$ cat src/rtl/popcount_expander.sv
`default_nettype none
// ============================================================================
//  Module      : popcount_expander
//  Description : Expands a 6-bit count (0..32, clamped above 32) into a
//                32-bit thermometer vector whose popcount equals the count.
//                Fully pipelined, fixed latency, valid/ready on both sides,
//                with a saturating counter of clamped inputs.
//  Revision    : 1.0 - initial release
// ============================================================================
module popcount_expander #(
    parameter int PIPE_STAGES = 3,
    parameter int SAT_CNT_W   = 8
) (
    input  logic                 clk,
    input  logic                 rst,
    input  logic                 in_valid,
    output logic                 in_ready,
    input  logic [5:0]           in_count,
    output logic                 out_valid,
    input  logic                 out_ready,
    output logic [31:0]          out_vec,
    output logic                 out_sat,
    output logic [SAT_CNT_W-1:0] sat_count
);

    localparam int c_last_stage = PIPE_STAGES - 1;

    // Reject unsupported pipeline depths at elaboration time
    generate
        if (PIPE_STAGES < 1 || PIPE_STAGES > 8) begin : g_bad_pipe_stages
            $error("popcount_expander: PIPE_STAGES must be within 1..8");
        end
    endgenerate

    logic [PIPE_STAGES-1:0] r_valid;
    logic [31:0]            r_vec [PIPE_STAGES];
    logic [PIPE_STAGES-1:0] r_sat;
    logic [SAT_CNT_W-1:0]   r_sat_count;

    logic [PIPE_STAGES-1:0] w_load;
    logic                   w_chain;
    logic                   w_in_sat;
    logic [5:0]             w_n;
    logic [31:0]            w_in_vec;
    logic                   w_accept;

    // Decode the incoming count into a clamped thermometer vector
    always_comb begin
        w_in_sat = (in_count > 6'd32);
        w_n      = w_in_sat ? 6'd32 : in_count;
        w_in_vec = '0;
        for (int i = 0; i < 32; i++) begin
            w_in_vec[i] = (i < int'(w_n));
        end
    end

    // Load enables, rippling back from the output: a stage may load when it is
    // empty or when its contents move on this cycle (the next stage loads, or
    // for the last stage, downstream pops it). A bubble therefore collapses.
    always_comb begin
        w_load  = '0;
        w_chain = out_ready;
        for (int k = PIPE_STAGES - 1; k >= 0; k--) begin
            w_load[k] = ~r_valid[k] | w_chain;
            w_chain   = w_load[k];
        end
    end

    assign in_ready = w_load[0];
    assign w_accept = in_valid & w_load[0];

    // Pipeline registers; data only captured when the source holds a valid item
    always_ff @(posedge clk) begin
        if (rst) begin
            r_valid <= '0;
            r_sat   <= '0;
            for (int k = 0; k < PIPE_STAGES; k++) begin
                r_vec[k] <= '0;
            end
        end else begin
            if (w_load[0]) begin
                r_valid[0] <= in_valid;
                if (in_valid) begin
                    r_vec[0] <= w_in_vec;
                    r_sat[0] <= w_in_sat;
                end
            end
            for (int k = 1; k < PIPE_STAGES; k++) begin
                if (w_load[k]) begin
                    r_valid[k] <= r_valid[k-1];
                    if (r_valid[k-1]) begin
                        r_vec[k] <= r_vec[k-1];
                        r_sat[k] <= r_sat[k-1];
                    end
                end
            end
        end
    end

    // Count clamped inputs at accept time, holding at all-ones
    always_ff @(posedge clk) begin
        if (rst) begin
            r_sat_count <= '0;
        end else if (w_accept && w_in_sat && (r_sat_count != '1)) begin
            r_sat_count <= r_sat_count + 1'b1;
        end
    end

    assign out_valid = r_valid[c_last_stage];
    assign out_vec   = r_vec[c_last_stage];
    assign out_sat   = r_sat[c_last_stage];
    assign sat_count = r_sat_count;

endmodule
`default_nettype wire

$ cat config.mk
export PLATFORM = sky130hd
export DESIGN_NAME = popcount_expander
export DESIGN_NICKNAME = d
export VERILOG_FILES = /design/src/rtl/popcount_expander.sv
export SDC_FILE = /design/constraint.sdc
export NUM_CORES = 1
export LEC_CHECK = 0
export ABC_AREA = 0
export CORE_MARGIN = 8
export CORE_UTILIZATION = 56
export DETAILED_ROUTE_END_ITERATION = 7
export GPL_ROUTABILITY_DRIVEN = 0
export HOLD_SLACK_MARGIN = 0.1
export PLACE_DENSITY = 0.8
export SETUP_SLACK_MARGIN = 0.1
export SKIP_CTS_REPAIR_TIMING = 1
export SYNTH_ARGS = -nofsm -noshare
export SYNTH_HDL_FRONTEND = slang
export SYNTH_SLANG_ARGS = --single-unit
$ cat constraint.sdc
create_clock -name clk -period 2.3 [get_ports clk]
set_input_delay 0.46 -clock clk [delete_from_list [all_inputs] [get_ports clk]]
set_output_delay 0.46 -clock clk [all_outputs]
set_load 0.03 [all_outputs]
# After elaboration in Yosys (flattened, before gate mapping)
# Memories as Yosys holds them, arrays and structs flattened.
# Cells that the tools add are included.
word_totals:
  word_cells: 76
  inputBits: 10
  n_memories: 1
  latch_bits: 0
  mem_bits_ro: 0
  ff_bits: 14
  output_inout_bits: 43
  ramBits: 96
mem_list:
  columns: ["name", "words", "word_bits", "rd", "rd_clocked_by_memory_dff", "wr", "line", "source"]
  rows:
  - ["r_vec", 3, 32, 3, 0, 3, "36", "logic [31:0] r_vec [PIPE_STAGES];"]
op_classes:
  n_addsub: 1
  mul: 0
  eq_ne: 1
  n_lt_le_gt_ge: 33
  mux: 18
  n_reduce_logical: 5
  n_shift: 0
  bitwise_logic: 10
  div_mod_pow: 0
op_table:
  columns: ["operator", "count"]
  rows:
  - ["5-bit by 6-bit less-than comparator with 1-bit output (first input constant)", 16]
  - ["32-bit two-way mux", 3]
  - ["4-bit by 6-bit less-than comparator with 1-bit output (first input constant)", 8]
  - ["3-bit by 6-bit less-than comparator with 1-bit output (first input constant)", 4]
  - ["1-bit two-way mux", 14]
  - ["1-bit by 6-bit less-than comparator with 1-bit output (first input constant)", 2]
  - ["2-bit by 6-bit less-than comparator with 1-bit output (first input constant)", 2]
  - ["8-bit by 1-bit adder with 8-bit output (second input constant)", 1]
  - ["8-bit inequality test (second input constant)", 1]
  - ["6-bit > comparator (second input constant)", 1]
  - ["6-bit two-way mux", 1]
  - ["1-bit bitwise OR", 6]
  - ["2-bit AND reduction", 3]
  - ["1-bit NOT", 3]
  - ["1-bit logical AND", 2]
  - ["1-bit bitwise AND", 1]

# Logic depth before layout (Yosys ltp)
# Gate-level depths: netlist (run 1).
logic_depth:
  word_depth: 8
  depth_mapped: 6
  mapped_depth_nobuf: 5

# Worst setup path after synthesis (run 1)
# OpenSTA, ideal clock, no wires.
synth_path:
  path_kind: "reg-to-reg"
  startpoint: "register r_valid[2]"
  endpoint: "memory r_vec[0][0], enable pin"
  path_buffers: 0
  arrival_time_ns: 1.767
  setup_slack_ns: 0.051
  period_less_slack_ns: 2.249
  setup_ns: 0.482
  path_stages_with_launch: 4
  t_required_ns: 1.818
  cell_sequence: "dfxtp_1 > nand4b_1 > nand2_1 > nand2b_1"
synth_lines:
  columns: ["item", "line", "source"]
  rows:
  - ["start, declared", "35", "logic [PIPE_STAGES-1:0] r_valid;"]
  - ["start signal, assigned by index", "90", "r_valid[k] <= r_valid[k-1];"]
  - ["end, declared", "36", null]

# Worst setup path in the final report (run 1)
layout_path:
  startpoint: "register r_sat_count[0], in the netlist sat_count[0]"
  endpoint: "register r_sat_count[1], in the netlist sat_count[1]"
layout_between:
  elab_chain_len: 2
  word_cells_on_any_way: 3
  classes_between: "add/sub (1); eq/ne (1); reduce/logical (1)"
layout_rtl:
  columns: ["item", "line", "source"]
  rows:
  - ["start, declared", "38", "logic [SAT_CNT_W-1:0] r_sat_count;"]
  - ["start signal, assigned", "105", "r_sat_count <= r_sat_count + 1'b1;"]
  - ["parallel branches: the longest is 2 deep, another holds 8-bit by 1-bit adder with 8-bit output", null, null]
# Several ways; the timed one is not identified.
# A chain may end at the register's enable or synchronous reset.

==> run metrics, run 1 <==
largest net degree at the start of global routing 43; Rows 33; P&R area growth vs syn 14.37%; DR vias 2,528; Worst VDD drop 0.2867 mV; Synth Area per Inst between 10 and 15 um2; register area share after synthesis 0.6740; input/output buffers 52; Final Skew 0.006238 ns; CP Launch Type flop; switching power between 0.0009 and 0.001 W; Clock Sinks 110; Clock Tree Buf Depth 2; Die Ht 107.5 um; Total Power 0.003828 W; Congestion Overflow GR 0; share of cells above drive strength 1 0.1240; internal power 0.002923 W; CTS Buf Count 9; worst-skew pair later-pin latency 0.35 ns; most frequent cells in the layout 96 x edfxtp_1, 68 x and2_1, 51 x clkdlybuf4s50_1; min Tclk post-route 2.015 ns; clock power share 0.264; Worst Setup End Kind flop; core area 8175 um2; first-pass iteration count of the detailed router 5; Post-DRT Antenna Nets 0; Post-synth EDFFs 96; syn_nets 366; sw frac 0.2363; routed wire length 6.757 mm; Max FO, Critical Path 10; post-synth cell types 45; maximum level of the CTS H-tree 3; Yosys top cell area share 0.6142; cell taking the most area after synthesis edfxtp_1; Crit Path Class flop to flop; mapped cell area 4693 um2; initial antenna violation count 0; Mapped Cells 355; Worst Path Arrival between 2 and 2.5 ns; Hold Vio Cnt, Final 0; Max Cap Viol 0; top-level I/O count 53; pwr dens 713.1 nW/um2; setup TNS 0 ns; global-route wire length before repair about 11 mm; vias in the first global route between 2,000 and 2,500; Worst-Margin Slew ~0.78 ns; GRT Resource Usage Total 0.1205; hold crit path type flop to flop; die area 11,570 um2; Leak between 1.5 and 2 nW; Hold Slack around 0.47 ns; CTS tree yes; Root Driver clkbuf_8; fin. max-slew vios 0; Antenna diodes 0; vias per std cell 5.138; top post-synthesis cells by area edfxtp_1 61%, and2_1 9.1%, dfxtp_1 6.0%; Reg clk slew, reported paths 0.10 ns; DRC 0; power share of the sequential group 0.618; status completed; share of flip-flops with an asynchronous set or reset 0; DP HPWL 4.619 mm; Fmax 496.4 MHz; first-iteration detailed-routing DRC count 351; ratio of final minimum period to clock period 0.8759; Filler cells 573; commonest non-fill, non-tap cell in the layout edfxtp_1; Initial Utilization 0.5741; count of final setup violators 0; Final nets between 300 and 400; Die Wd 107.5 um; Max-slew headroom 0.4764; Worst Path Required 2.56 ns; DR WL/cell between 10 and 15 um; combinational fraction of design power 0.117; Top FF cell, synth edfxtp_1; Ys Warns 0; Yosys reg bits 110; RSZ-0062 raised after global routing false
## path summary, 6_finish.rpt
path	slack, ns	start	endpoint	cells after the start
worst min-delay path	0.47	r_sat[0]	r_sat[0]	2
worst min register to register	0.47	r_sat[0]	r_sat[0]	2
worst max-delay path	0.29	sat_count[0]	sat_count[1]	6
worst max register to register	0.29	sat_count[0]	sat_count[1]	6
## cells in the mapped netlist, types with 2 or more instances
master,instances
o41a_1,4
o31ai_1,4
or4_1,4
buf_4,32
a21oi_1,26
o21a_1,4
edfxtp_1,96
or2_2,3
nand2_1,8
nor2_1,14
clkbuf_1,14
o21ai_2,2
and2_1,68
nand3_1,5
o21ai_0,10
dfxtp_1,14
nor2b_1,3
a31o_2,2
nand2b_1,4
buf_2,6
mux2_4,2
and4_1,2
inv_1,5
o31a_1,2
## worst max-delay path: stages (launching register included)
cell	delay (ns)
dfxtp_1	0.41
ha_1	0.27
nand3_1	0.10
o211ai_1	0.64
buf_4	0.26
nor3_1	0.05
o21ba_1	0.19
## power by group through the flow
stage	sequential (W)	clock (W)	combinational, W
2_1_floorplan	0.00241	0	0.000322
3_3_place_gp	0.00241	0	0.000443
3_5_place_dp	0.00242	0	0.000452
4_1_cts	0.00237	0.00105	0.000453
5_1_grt	0.00238	0.00111	0.000486
6_report	0.00237	0.00101	0.000449
## layer usage
| metal | track usage | share of wire |
|---|---|---|
| met1 | 0.1426 | 0.42 |
| met3 | 0.03413 | 0.075 |
| met2 | 0.1996 | 0.50 |
| met5 | 0 | 0 |
| met4 | 0.05451 | 0.0071 |
## area by class of cell
cell class,instances,area (um2),share of cell area
sequential,110,3163,0.5893
multi-input combinational,187,1187,0.2212
timing repair buffer,69,695.7,0.1296
tap,105,131.4,0.02448
clock buffer,10,127.6,0.02378
clock inverter,6,43.79,0.008159
inverter,5,18.77,0.003497
## registers in the layout, indices dropped and copies added, names as in the netlist
signal     count
sat_count      8
r_sat          3
r_valid        3
r_vec         96
## cells by family (layout without fill, tap and decap cells)
kind of cell    count (synthesis)  count (layout)  share of synthesized area
simple gates                  121             121                     0.1536
buf+inv                        58              90                    0.07518
compound gates                 62              62                    0.08611
fa+ha+maj                       1               1                   0.002666
flops                         110             110                     0.6740
mux                             3               3                   0.008531
## through the flow
| stage | cells | instance area (um2) | worst slack (ns) | utilization |
|---|---|---|---|---|
| global placement | 476 | 5196 | 0.1392 | 0.6356 |
| global route | 492 | 5368 | 0.1774 | 0.6566 |
| floorplan | 355 | 4696 | 0.3129 | - |
| CTS | 492 | 5368 | 0.3013 | 0.6566 |
| finish | 492 | 5368 | 0.2855 | 0.6566 |
| detailed placement | 476 | 5196 | 0.08925 | 0.6356 |
Note: power is estimated with default switching activity, not from simulation.
==> run 2, diff against run 1 <==
--- a/config.mk
+++ b/config.mk
@@ -6,12 +6,10 @@
 export NUM_CORES = 1
 export LEC_CHECK = 0
 export ABC_AREA = 0
-export CORE_MARGIN = 8
-export CORE_UTILIZATION = 56
+export CORE_UTILIZATION = 35
 export DETAILED_ROUTE_END_ITERATION = 7
 export GPL_ROUTABILITY_DRIVEN = 0
 export HOLD_SLACK_MARGIN = 0.1
-export PLACE_DENSITY = 0.8
 export SETUP_SLACK_MARGIN = 0.1
 export SKIP_CTS_REPAIR_TIMING = 1
 export SYNTH_ARGS = -nofsm -noshare
==> run 2 against run 1 <==
Core utilization decreased by 22 points; register-to-register slack gained 0.02 ns; final area rose by 5.2%; fmax grew 0.75%; critical path depth shrank 5; clock power up 75%; final cell count up 14%; global-route usage shrank 0.73 points; clock-buffer cell count unchanged; routed wire length up 8.7%; flip-flop and latch count stayed put; non-clock buffer count up 1; critical path type is now flop to output pin; largest cell class unchanged; largest power group unchanged; highest routed layer unchanged.
==> run metrics, run 2 (synthesized netlist as in run 1, its figures left out) <==
Worst-Margin Slew between 0.6 and 0.7 ns; status completed; DP HPWL 4.783 mm; fin area 5645 um2; Max FO, Critical Path 7; Final Skew roughly 0.012 ns; setup TNS 0 ns; sw frac 0.2158; CTS tree yes; top cell family by delay on the critical path buffers and inverters; DR vias about 2,600; share of cells above drive strength 1 0.1289; Post-Place Cells 544; Bufs and invs on worst path 1; combinational fraction of design power 0.099; Post-DRT Antenna Nets 0; Biggest register r_vec; die area 13,880 um2; clock power share 0.384; Worst VDD drop 0.3538 mV; min Tclk post-route 2.000 ns; core area 12,820 um2; switching power 0.0009913 W; Hold Vio Cnt, Final 0; Initial Utilization 0.3660; Die Ht 117.8 um; initial antenna violation count 0; worst-skew pair later-pin latency 0.35 ns; critical path depth 1; Hold Path Depth 2; number of flip-flops in the largest register 96; largest net degree at the start of global routing 44; Worst path max stage delay roughly 0.73 ns; Congestion Overflow GR 0; DR WL/cell 13.12 um; global-route wire length before repair roughly 13 mm; internal power 0.003602 W; Max Cap Viol 0; vias per std cell 4.650; fin cells 560; Leak approximately 2.1 nW; Post-DP Area 5300 um2; routed wire length 7.347 mm; Crit Path Class flop to output pin; Max-slew headroom 0.5948; Antenna diodes 0; most frequent cells in the layout 96 x edfxtp_1, 68 x and2_1, 51 x clkdlybuf4s50_1; Clock Sinks 110; Fmax 500.1 MHz; hold crit path type flop to flop; Total Power 0.004594 W; count of final setup violators 0; DRC 0; GRT Resource Usage Total 0.1132; fin. max-slew vios 0; Filler cells roughly 1,200; Worst Setup End Kind output pin; first-pass iteration count of the detailed router 4; Reg clk slew, reported paths 0.08 ns; cell-by-cell trace of the critical path clkdlybuf4s50_1; Final nets around 390; ratio of final minimum period to clock period 0.8694; pwr dens 813.7 nW/um2; power share of the sequential group 0.516; Worst Path Required about 1.8 ns; first-iteration detailed-routing DRC count 167; P&R area growth vs syn 20.29%; RSZ-0062 raised after global routing false; vias in the first global route 2,637; commonest non-fill, non-tap cell in the layout edfxtp_1; CP Launch Type flop; Worst Path Arrival 1.54 ns; Root Driver clkbuf_16; maximum level of the CTS H-tree 3; Crit-path slowest cell clkdlybuf4s50_1; Rows 41; Clock Tree Buf Depth 2; CTS Buf Count 9; top-level I/O count 53; Die Wd 117.8 um; input/output buffers 52; R2R depth 6
run 2: changes by cell type in the layout (fill, tap and decap cells not counted):
| cell | previous run | this run |
|---|---|---|
| buf_12 | 4 | 5 |
| bufinv_16 | 0 | 3 |
| clkbuf_16 | 0 | 9 |
| clkbuf_8 | 9 | 0 |
| clkinv_1 | 1 | 0 |
| clkinv_2 | 1 | 0 |
| clkinv_4 | 2 | 1 |
run 2: path summary, 6_finish.rpt:
path	start	endpoint	slack [ns]
max	sat_count[3]	sat_count[3]	0.30
min	r_sat[0]	r_sat[0]	0.46
max reg2reg	sat_count[0]	sat_count[3]	0.31
min reg2reg	r_sat[0]	r_sat[0]	0.46
run 2: per-layer routing:
metal | global-route usage | share of wire | vias up
met3 | 0.03149 | 0.042 | 8
li1 | - | - | 1289
met1 | 0.1394 | 0.46 | 1242
met2 | 0.1897 | 0.48 | 65
met4 | 0.03926 | 0.012 | 0
met5 | 0 | 0 | -
run 2: area by class of cell:
| cell class | count | area (um2) | area share |
|---|---|---|---|
| clock inverter | 6 | 116.4 | 0.02061 |
| multi-input combinational | 187 | 1187 | 0.2103 |
| inverter | 5 | 18.77 | 0.003324 |
| sequential | 110 | 3163 | 0.5603 |
| clock buffer | 10 | 229.0 | 0.04056 |
| timing repair buffer | 70 | 715.7 | 0.1268 |
| tap | 172 | 215.2 | 0.03812 |
run 2: through the flow:
| stage | hold slack [ns] | utilization | setup WS [ns] |
|---|---|---|---|
| floorplan | 0.4357 | - | 0.3129 |
| global placement | 0.4437 | 0.4133 | 0.1080 |
| detailed placement | 0.4544 | 0.4133 | 0.06779 |
| CTS | 0.4656 | 0.4402 | 0.2942 |
| global route | 0.4819 | 0.4402 | 0.2098 |
| finish | 0.4603 | 0.4402 | 0.3004 |
run 2: power by group through the flow:
stage,clock [W],combinational (W),sequential (W)
finish,0.00177,0.000456,0.00237
global route,0.00188,0.000495,0.00239
CTS,0.00181,0.000462,0.00237
detailed placement,0,0.000461,0.00242
global placement,0,0.000453,0.00242
floorplan,0,0.000322,0.00241
